### src/rtl/bsg_handshake_monitor.sv
// bsg_handshake_monitor: passive valid/ready checker counting transfers and flagging drop, unstable-payload and stall-timeout errors
module bsg_handshake_monitor #(
  parameter int channels_p    = 4,
  parameter int width_p       = 64,
  parameter int count_width_p = 32,
  parameter int timeout_p     = 1024,
  localparam int chan_w_lp    = channels_p > 1 ? $clog2(channels_p) : 1,
  localparam int stall_w_lp   = $clog2(timeout_p + 1)
) (
  input  logic                                  clk_i,
  input  logic                                  reset_i,
  input  logic                                  en_i,
  input  logic                                  clear_i,
  input  logic [channels_p-1:0]                 valid_i,
  input  logic [channels_p-1:0]                 ready_i,
  input  logic [channels_p*width_p-1:0]         data_i,
  output logic [channels_p*count_width_p-1:0]   count_o,
  output logic [channels_p*3-1:0]               err_sticky_o,
  output logic                                  err_v_o,
  output logic                                  first_err_v_o,
  output logic [chan_w_lp-1:0]                  first_err_chan_o,
  output logic [1:0]                            first_err_code_o
);
  logic [channels_p-1:0] stall, stall_q, stall_d;
  logic [channels_p-1:0][width_p-1:0] data_q, data_d;
  logic [channels_p-1:0][stall_w_lp-1:0] scnt_q, scnt_d;
  logic [channels_p-1:0][count_width_p-1:0] count_q, count_d;
  logic [channels_p*3-1:0] det, sticky_q, sticky_d;
  logic err_v_q, err_v_d, first_v_q, first_v_d;
  logic [chan_w_lp-1:0] first_chan_q, first_chan_d, sel_chan;
  logic [1:0] first_code_q, first_code_d, sel_code;
  assign stall = valid_i & ~ready_i;
  always_comb begin
    det = '0;
    sel_chan = '0;
    sel_code = '0;
    for (int i = 0; i < channels_p; i++) begin
      det[3*i]   = en_i & stall_q[i] & ~valid_i[i];
      det[3*i+1] = en_i & stall_q[i] & valid_i[i] & (data_i[i*width_p +: width_p] != data_q[i]);
      det[3*i+2] = en_i & stall[i] & (scnt_q[i] == stall_w_lp'(timeout_p - 1));
      stall_d[i] = ~clear_i & en_i & stall[i];
      data_d[i]  = clear_i ? '0 : en_i ? data_i[i*width_p +: width_p] : data_q[i];
      scnt_d[i]  = !stall_d[i] ? '0
                 : scnt_q[i] == stall_w_lp'(timeout_p) ? scnt_q[i] : scnt_q[i] + 1'b1;
      count_d[i] = clear_i ? '0
                 : (en_i && valid_i[i] && ready_i[i] && count_q[i] != '1) ? count_q[i] + 1'b1 : count_q[i];
    end
    // Scan downward so the lowest detecting channel ends up selected
    for (int i = channels_p - 1; i >= 0; i--)
      if (|det[3*i +: 3]) begin
        sel_chan = chan_w_lp'(i);
        sel_code = det[3*i] ? 2'b01 : det[3*i+1] ? 2'b10 : 2'b11;
      end
    sticky_d     = clear_i ? '0 : sticky_q | det;
    err_v_d      = ~clear_i & (|det);
    first_v_d    = ~clear_i & (first_v_q | (|det));
    first_chan_d = clear_i ? '0 : (!first_v_q && |det) ? sel_chan : first_chan_q;
    first_code_d = clear_i ? '0 : (!first_v_q && |det) ? sel_code : first_code_q;
  end
  always_ff @(posedge clk_i or posedge reset_i)
    if (reset_i) begin
      stall_q      <= '0;
      data_q       <= '0;
      scnt_q       <= '0;
      count_q      <= '0;
      sticky_q     <= '0;
      err_v_q      <= 1'b0;
      first_v_q    <= 1'b0;
      first_chan_q <= '0;
      first_code_q <= '0;
    end else begin
      stall_q      <= stall_d;
      data_q       <= data_d;
      scnt_q       <= scnt_d;
      count_q      <= count_d;
      sticky_q     <= sticky_d;
      err_v_q      <= err_v_d;
      first_v_q    <= first_v_d;
      first_chan_q <= first_chan_d;
      first_code_q <= first_code_d;
    end
  assign count_o          = count_q;
  assign err_sticky_o     = sticky_q;
  assign err_v_o          = err_v_q;
  assign first_err_v_o    = first_v_q;
  assign first_err_chan_o = first_chan_q;
  assign first_err_code_o = first_code_q;
endmodule

### config.mk
export PLATFORM = sky130hd
export DESIGN_NAME = bsg_handshake_monitor
export DESIGN_NICKNAME = d
export VERILOG_FILES = /design/src/rtl/bsg_handshake_monitor.sv
export SDC_FILE = /design/constraint.sdc
export NUM_CORES = 1
export LEC_CHECK = 0
export ABC_CLOCK_PERIOD_IN_PS = 46900
export BUFFER_PORTS_ARGS = -buffer_cell sky130_fd_sc_hd__clkbuf_2
export CAP_MARGIN = 10
export CORE_MARGIN = 2
export CORE_UTILIZATION = 55
export CTS_BUF_LIST = sky130_fd_sc_hd__clkbuf_4 sky130_fd_sc_hd__clkbuf_8
export CTS_CLUSTER_SIZE = 12
export DETAILED_ROUTE_END_ITERATION = 8
export PLACE_DENSITY_LB_ADDON = 0.08
export SYNTH_ARGS = -nofsm -noshare
export SYNTH_HDL_FRONTEND = slang
export SYNTH_SLANG_ARGS = --single-unit
### constraint.sdc
create_clock -name clk_i -period 46.9 [get_ports clk_i]
set_input_delay 9.38 -clock clk_i [delete_from_list [all_inputs] [get_ports clk_i]]
set_output_delay 9.38 -clock clk_i [all_outputs]
set_load 0.005 [all_outputs]
==> results of run 1 <==
layer usage:
metal | share of wire | GRT usage | wire, um
met3 | 0.071 | 0.0673 | 3890
met1 | 0.44 | 0.337 | 23900
met5 | 0.00022 | 0 | 12
met4 | 0.027 | 0.102 | 1470
met2 | 0.46 | 0.401 | 25400
metrics by stage:
step	worst slack (ns)	hold WS [ns]	total power, uW	util
global route	34.44	0.530	908	0.658
CTS	34.86	0.504	879	0.658
finish	34.96	0.496	868	0.658
detailed placement	34.18	0.489	502	0.617
global placement	34.25	0.483	499	0.617
floorplan	24.98	0.486	472	-
area by class of cell:
type	instances	area, um2
Clock buffer	128	1610
Antenna cell	10	25.0
Sequential cell	450	11300
Fill cell	3338	13900
Multi-Input combinational cell	1612	10800
Clock inverter	7	37.5
Inverter	40	158
Tap cell	532	666
Timing Repair Buffer	426	2180
cells by family (layout without fill, tap and decap cells):
logic type | count (synthesis) | in the layout | synth area share
xor+xnor | 389 | 389 | 0.151
mux | 265 | 265 | 0.118
fa+ha+maj | 12 | 12 | 0.00666
compound gates | 91 | 91 | 0.0244
buf+inv | 123 | 601 | 0.0206
other cells | 0 | 10 | 0
simple gates | 855 | 855 | 0.180
flops | 450 | 450 | 0.500
report_power, final:
group          switching, uW  internal [uW]  total, uW
clock                    158            216        374
combinational           46.2           37.1       83.3
sequential              9.47            402        411
layout by cell type (no fill, tap or decap), types with 3 or more instances in the layout:
master    synthesis  routed
xnor2_1         190     190
nand3b_1          5       5
inv_1            40      39
mux2i_1         261     261
a21oi_1          37      37
nand4_1          72      72
o21a_1            3       3
buf_4             0      13
nand2_1          82      82
xor2_1          199     199
nor2_1          442     442
and4_1           20      20
clkbuf_4          0      24
or3_1            27      27
nor4_1           58      58
or4_1             4       4
mux2_2            4       4
clkbuf_2          0     411
and2_1            6       6
o211ai_1          4       4
nor4b_1           4       4
and3_1           23      23
nor3_1           28      28
clkbuf_8          0     104
diode_2           0      10
ha_1             12      12
o21ai_0          31      31
dfrtp_1         450     450
nor2b_1           8       8
nand3_1          62      62
clkinv_2          0       6
worst reg2reg max path, delay by kind of cell, from the launching register on:
kind	cells	cell delay, ns
XOR/XNOR	1	0.18
flip-flops	1	0.46
AO/OA/AOI/OAI	1	0.75
AND/OR/NAND/NOR	6	1.73
registers in the layout, summed over array words and instances (netlist names):
name / flops
first_err_chan_o: 2
first_err_code_o: 2
scnt_q: 44
stall_q: 4
count_o: 128
err_sticky_o: 12
data_q: 256
err_v_o: 1
first_err_v_o: 1
worst paths after layout:
| kind | end | slack, ns | depth (start not counted) |
|---|---|---|---|
| worst max register to register | count_o[59] | 43.65 | 8 |
| worst min register to register | err_sticky_o[8] | 0.50 | 2 |
| worst max-delay path | data_q[101] | 34.96 | 5 |
| max in group asynchronous | scnt_q[27] | 35.01 | 5 |
| worst min-delay path | err_sticky_o[8] | 0.50 | 2 |
| min in group asynchronous | count_o[1] | 8.84 | 2 |
==> impl_metrics.yaml, run 1 <==
outcome:
  status: "finished clean"
placement:
  place_hpwl_um: 38700
  dpl_cell_area_um2: 25100
  dp_cells: 3060
  routabilityCongestion: 0.830
  port-buffer-count: 413
grt:
  grt_use_total: 0.255
  grt_first_pass_wirelength_um: 86900
  grt_max_degree: 103
  gr-total-overflow: 0
  grt_pass1_vias: 17100
  antenna_found_initial: 13
timing:
  finalSetupViolations: 0
  layout_min_cycle_time_ns: 11.94
  rsz0062_at_grt: "false"
  max-slew-margin-rel: 0.239
  tns_ns: 0
  worst_pin_slew_ns: 1.14
  hold_viol_final: 0
  period_share: 0.254
  drv_slew: 0
  clock.fmax_mhz: 83.8
  fin_skew_ns: 0.0229
flow_run:
  drv_cap: 0
final_layout:
  syn2layout_area_growth_pct: 18.7
  finalNetCount: 2889
  fin_cells: 3205
  fin_area_um2: 26800
  drive_gt1_frac: 0.220
clock_tree:
  cts.sinks: 450
  clk_pin_slew_ns: 0.06
  cts_setup_buffers: 0
  ctsHoldBuffers: 0
  cts_resized: 0
  clock_latency_ns: 0.61
  cts_buffer_depth: 3
  cts_max_level: 3
  cts_tree: "done"
  cts-root-buf: "clkbuf_8"
  cts_buffers: 79
worst_setup_path:
  worst-endpoint-arrival_ns: 12.40
  cpMostUsedCell: "buf_4"
  crit_buf_inv: 3
  startpoint: "en_i"
  required_ns: 47.36
  crit_fanout: 84
  critPathLaunchType: "primary input"
  critPathCaptureType: "flip-flop"
  path_delay_family: "buffers and inverters"
  slowest_delay_ns: 0.97
  crit_slowest_cell: "buf_4"
  r2r-start: "count_o[43]"
  crit_type: "in2reg"
  worstPathCellList: "buf_8 -> buf_4 -> buf_4 -> mux2i_1 -> nor2_1"
synth:
  synth_nets: 2465
  synth_top_cell_by_area: "dfrtp_1"
  synth.distinct_cells: 52
  synthFlopType: "dfrtp_1"
  synthArstFlopShare: 1.00
  yosysTopAreaCellShare: 0.500
  syn_inst: 2185
  synth-seq-cells: 450
  synth_edf_count: 0
  synth_most_common_cell: "dfrtp_1"
  synth_common_cells: "dfrtp_1 (450), nor2_1 (442), mux2i_1 (261)"
  netlist_area_um2: 22500
  ys_seq_area_frac: 0.500
  synth_area_per_cell_um2: 10.3
  yosys-top-cells-area: "dfrtp_1 (50%), mux2i_1 (12%), xor2_1 (7.7%), xnor2_1 (7.4%), nor2_1 (7.4%)"
  ys_warn_count: 0
floorplan:
  die_x_um: 206
  die-area_um2: 42600
  num_rows: 74
  ios: 414
  start_util: 0.555
  dieHeight_um: 206
  core_area_um2: 40600
drt:
  dr.pass1.iters: 5
  dr_total_vias: 17100
  finalWirelength_um: 54700
  drcViolationCount: 0
  drtIter0Drc: 867
  routedWlPerCell_um: 17.1
  vias_per_cell: 5.35
  ant_nets: 0
pwr:
  p_leak_uw: 0.0131
  powerDensity_nw_per_um2: 32.5
  ir_worst_vdd_v: 0.0000258
worst_hold_path:
  hold_path_class: "reg2reg"
  min_from: "err_sticky_o[8]"
No activity file was read; power rests on OpenSTA's default activity.
==> inputs of run 2 (changes only) <==
--- a/config.mk
+++ b/config.mk
@@ -5,7 +5,8 @@
 export SDC_FILE = /design/constraint.sdc
 export NUM_CORES = 1
 export LEC_CHECK = 0
-export ABC_CLOCK_PERIOD_IN_PS = 46900
+export ABC_AREA = 1
+export ABC_CLOCK_PERIOD_IN_PS = 11300
 export BUFFER_PORTS_ARGS = -buffer_cell sky130_fd_sc_hd__clkbuf_2
 export CAP_MARGIN = 10
 export CORE_MARGIN = 2
==> constraint.sdc (replaced) <==
create_clock -name clk_i -period 11.3 [get_ports clk_i]
set_input_delay 2.26 -clock clk_i [delete_from_list [all_inputs] [get_ports clk_i]]
set_output_delay 2.26 -clock clk_i [all_outputs]
set_load 0.005 [all_outputs]
==> run 2 against run 1 <==
  * Largest power group unchanged
  * Highest routed layer unchanged
  * Total power rose to 4.1 times the previous value
  * Largest cell class unchanged
  * Critical endpoint is now scnt_q[13]
  * Via count up 33%
  * Non-clock buffer count shrank 2
==> impl_metrics.yaml, run 2 <==
clock_tree:
  cts_resized: 0
  cts_setup_buffers: 0
  clock_latency_ns: 0.63
  cts_tree: "done"
  clk_pin_slew_ns: 0.06
  ctsHoldBuffers: 0
  cts_max_level: 3
  cts_buffers: 79
  cts-root-buf: "clkbuf_8"
  cts.sinks: 450
  cts_buffer_depth: 3
worst_setup_path:
  crit_buf_inv: 6
  worstPathCellList: "clkbuf_2 -> buf_4 -> inv_6 -> buf_4 -> nand2_1 -> inv_1 -> nand3_1 -> nand2_1 -> nand2_1 -> nand3_1 -> inv_1"
  path_delay_family: "buffers and inverters"
  slowest_delay_ns: 0.88
  critPathLaunchType: "primary input"
  crit_type: "in2reg"
  crit_slowest_cell: "buf_4"
  cpMostUsedCell: "nand2_1"
  required_ns: 11.83
  crit_fanout: 138
  critPathCaptureType: "flip-flop"
  worst-endpoint-arrival_ns: 5.50
placement:
  dp_cells: 4215
  place_hpwl_um: 47700
  port-buffer-count: 413
  dp_slack_ns: 5.74
  routabilityCongestion: 0.921
timing:
  worst_pin_slew_ns: 1.21
  hold_slack_ns: 0.514
  worst_slack_ns: 6.33
  clock.fmax_mhz: 201
  max-slew-margin-rel: 0.196
  tns_ns: 0
  rsz0062_at_grt: "false"
  drv_slew: 0
  hold_viol_final: 0
  period_share: 0.440
  fin_skew_ns: 0.0329
  finalSetupViolations: 0
  layout_min_cycle_time_ns: 4.97
final_layout:
  fin_cells: 4367
  syn2layout_area_growth_pct: 17.2
  seq_area_um2: 11300
  multi_input_comb_area_um2: 10900
  largest_reg_flops: 256
  final_cell_mix: "nand2_1 (980), inv_1 (478), dfrtp_1 (450), clkbuf_2 (413), nor2_1 (315)"
  drive_gt1_frac: 0.173
  mostFrequentLayoutCell: "nand2_1"
  fillers: 3917
  finalNetCount: 3984
  top_register: "data_q"
synth:
  synth_nets: 3570
  synth-seq-cells: 450
  synth_edf_count: 0
  ys_warn_count: 0
  synth_top_cell_by_area: "dfrtp_1"
  synth_common_cells: "nand2_1 (981), inv_1 (480), dfrtp_1 (450)"
  synth_most_common_cell: "nand2_1"
  ys_seq_area_frac: 0.462
  synth.distinct_cells: 47
  yosys-top-cells-area: "dfrtp_1 (46%), nand2_1 (15%), inv_1 (7.4%), nor2_1 (4.9%), xor2_1 (4.3%)"
  synth_area_per_cell_um2: 7.40
  netlist_area_um2: 24300
  syn_inst: 3290
  synthFlopType: "dfrtp_1"
  synthArstFlopShare: 1.00
  yosysTopAreaCellShare: 0.462
floorplan:
  core_area_um2: 43900
  die-area_um2: 46000
  ios: 414
  dieHeight_um: 214
  num_rows: 77
  die_x_um: 214
  start_util: 0.554
grt:
  gr-total-overflow: 0
  grt_use_total: 0.291
  grt_max_degree: 184
  antenna_found_initial: 25
  grt_pass1_vias: 22300
  grt_first_pass_wirelength_um: 109000
drt:
  vias_per_cell: 5.22
  drtIter0Drc: 1752
  dr.pass1.iters: 6
  routedWlPerCell_um: 15.3
  dr_total_vias: 22800
  drcViolationCount: 0
  ant_nets: 0
  finalWirelength_um: 67000
worst_hold_path:
  hold_path_class: "reg2reg"
outcome:
  status: "finished clean"
flow_run:
  drv_cap: 0
pwr:
  ir_worst_vdd_v: 0.0000809
  powerDensity_nw_per_um2: 125
  p_leak_uw: 0.0148
-- run 2: layer usage --
layer  vias to the layer above  part of all wire  GRT usage
li1                      11300                 -          -
met1                     10700              0.43      0.372
met2                       663              0.46      0.468
met3                       129             0.076     0.0830
met4                        12             0.033      0.120
met5                         -            0.0011          0
-- run 2: layout make-up --
type	instances	area share
sequential	450	0.395
multi-input combinational	2256	0.381
timing repair buffer	424	0.0762
inverter	493	0.0654
clock buffer	124	0.0521
tap	592	0.0260
clock inverter	9	0.00272
antenna	19	0.00167
-- run 2: kinds of logic after synthesis --
logic type	synth area share
AOI/OAI and AO/OA	0.0910
xor gates and xnor gates	0.0482
adders and majority gates	0.00617
buffers and inverters	0.0914
DFF	0.462
and+or+nand+nor	0.301
-- run 2: power breakdown --
part	total (uW)	switching [uW]	internal (uW)
Combinational	352	226	126
Clock	1520	669	851
Sequential	1700	34.1	1670
Total	3570	929	2640
-- run 2: metrics by stage --
stage	utilization	cell area, um2	power, uW
2_1_floorplan	-	24400	1950
3_3_place_gp	0.613	26900	2060
3_5_place_dp	0.613	26900	2080
4_1_cts	0.648	28500	3610
5_1_grt	0.649	28500	3740
6_report	0.649	28500	3570
-- run 2: path summary, 6_finish.rpt --
kind	end	cells after the start	slack, ns	from
setup / recovery	scnt_q[13]	11	6.33	clear_i
hold / removal	err_sticky_o[9]	2	0.51	err_sticky_o[9]
setup reg to reg	count_o[119]	13	8.77	count_o[97]
hold reg to reg	err_sticky_o[9]	2	0.51	err_sticky_o[9]
max in group asynchronous	scnt_q[39]	5	7.34	reset_i
min in group asynchronous	data_q[242]	3	1.94	reset_i
-- run 2: tightest hold or removal path, delay by kind of cell (launching register included) --
| kind | cells | cell delay, ns |
|---|---|---|
| flops | 1 | 0.34 |
| simple gates | 2 | 0.13 |
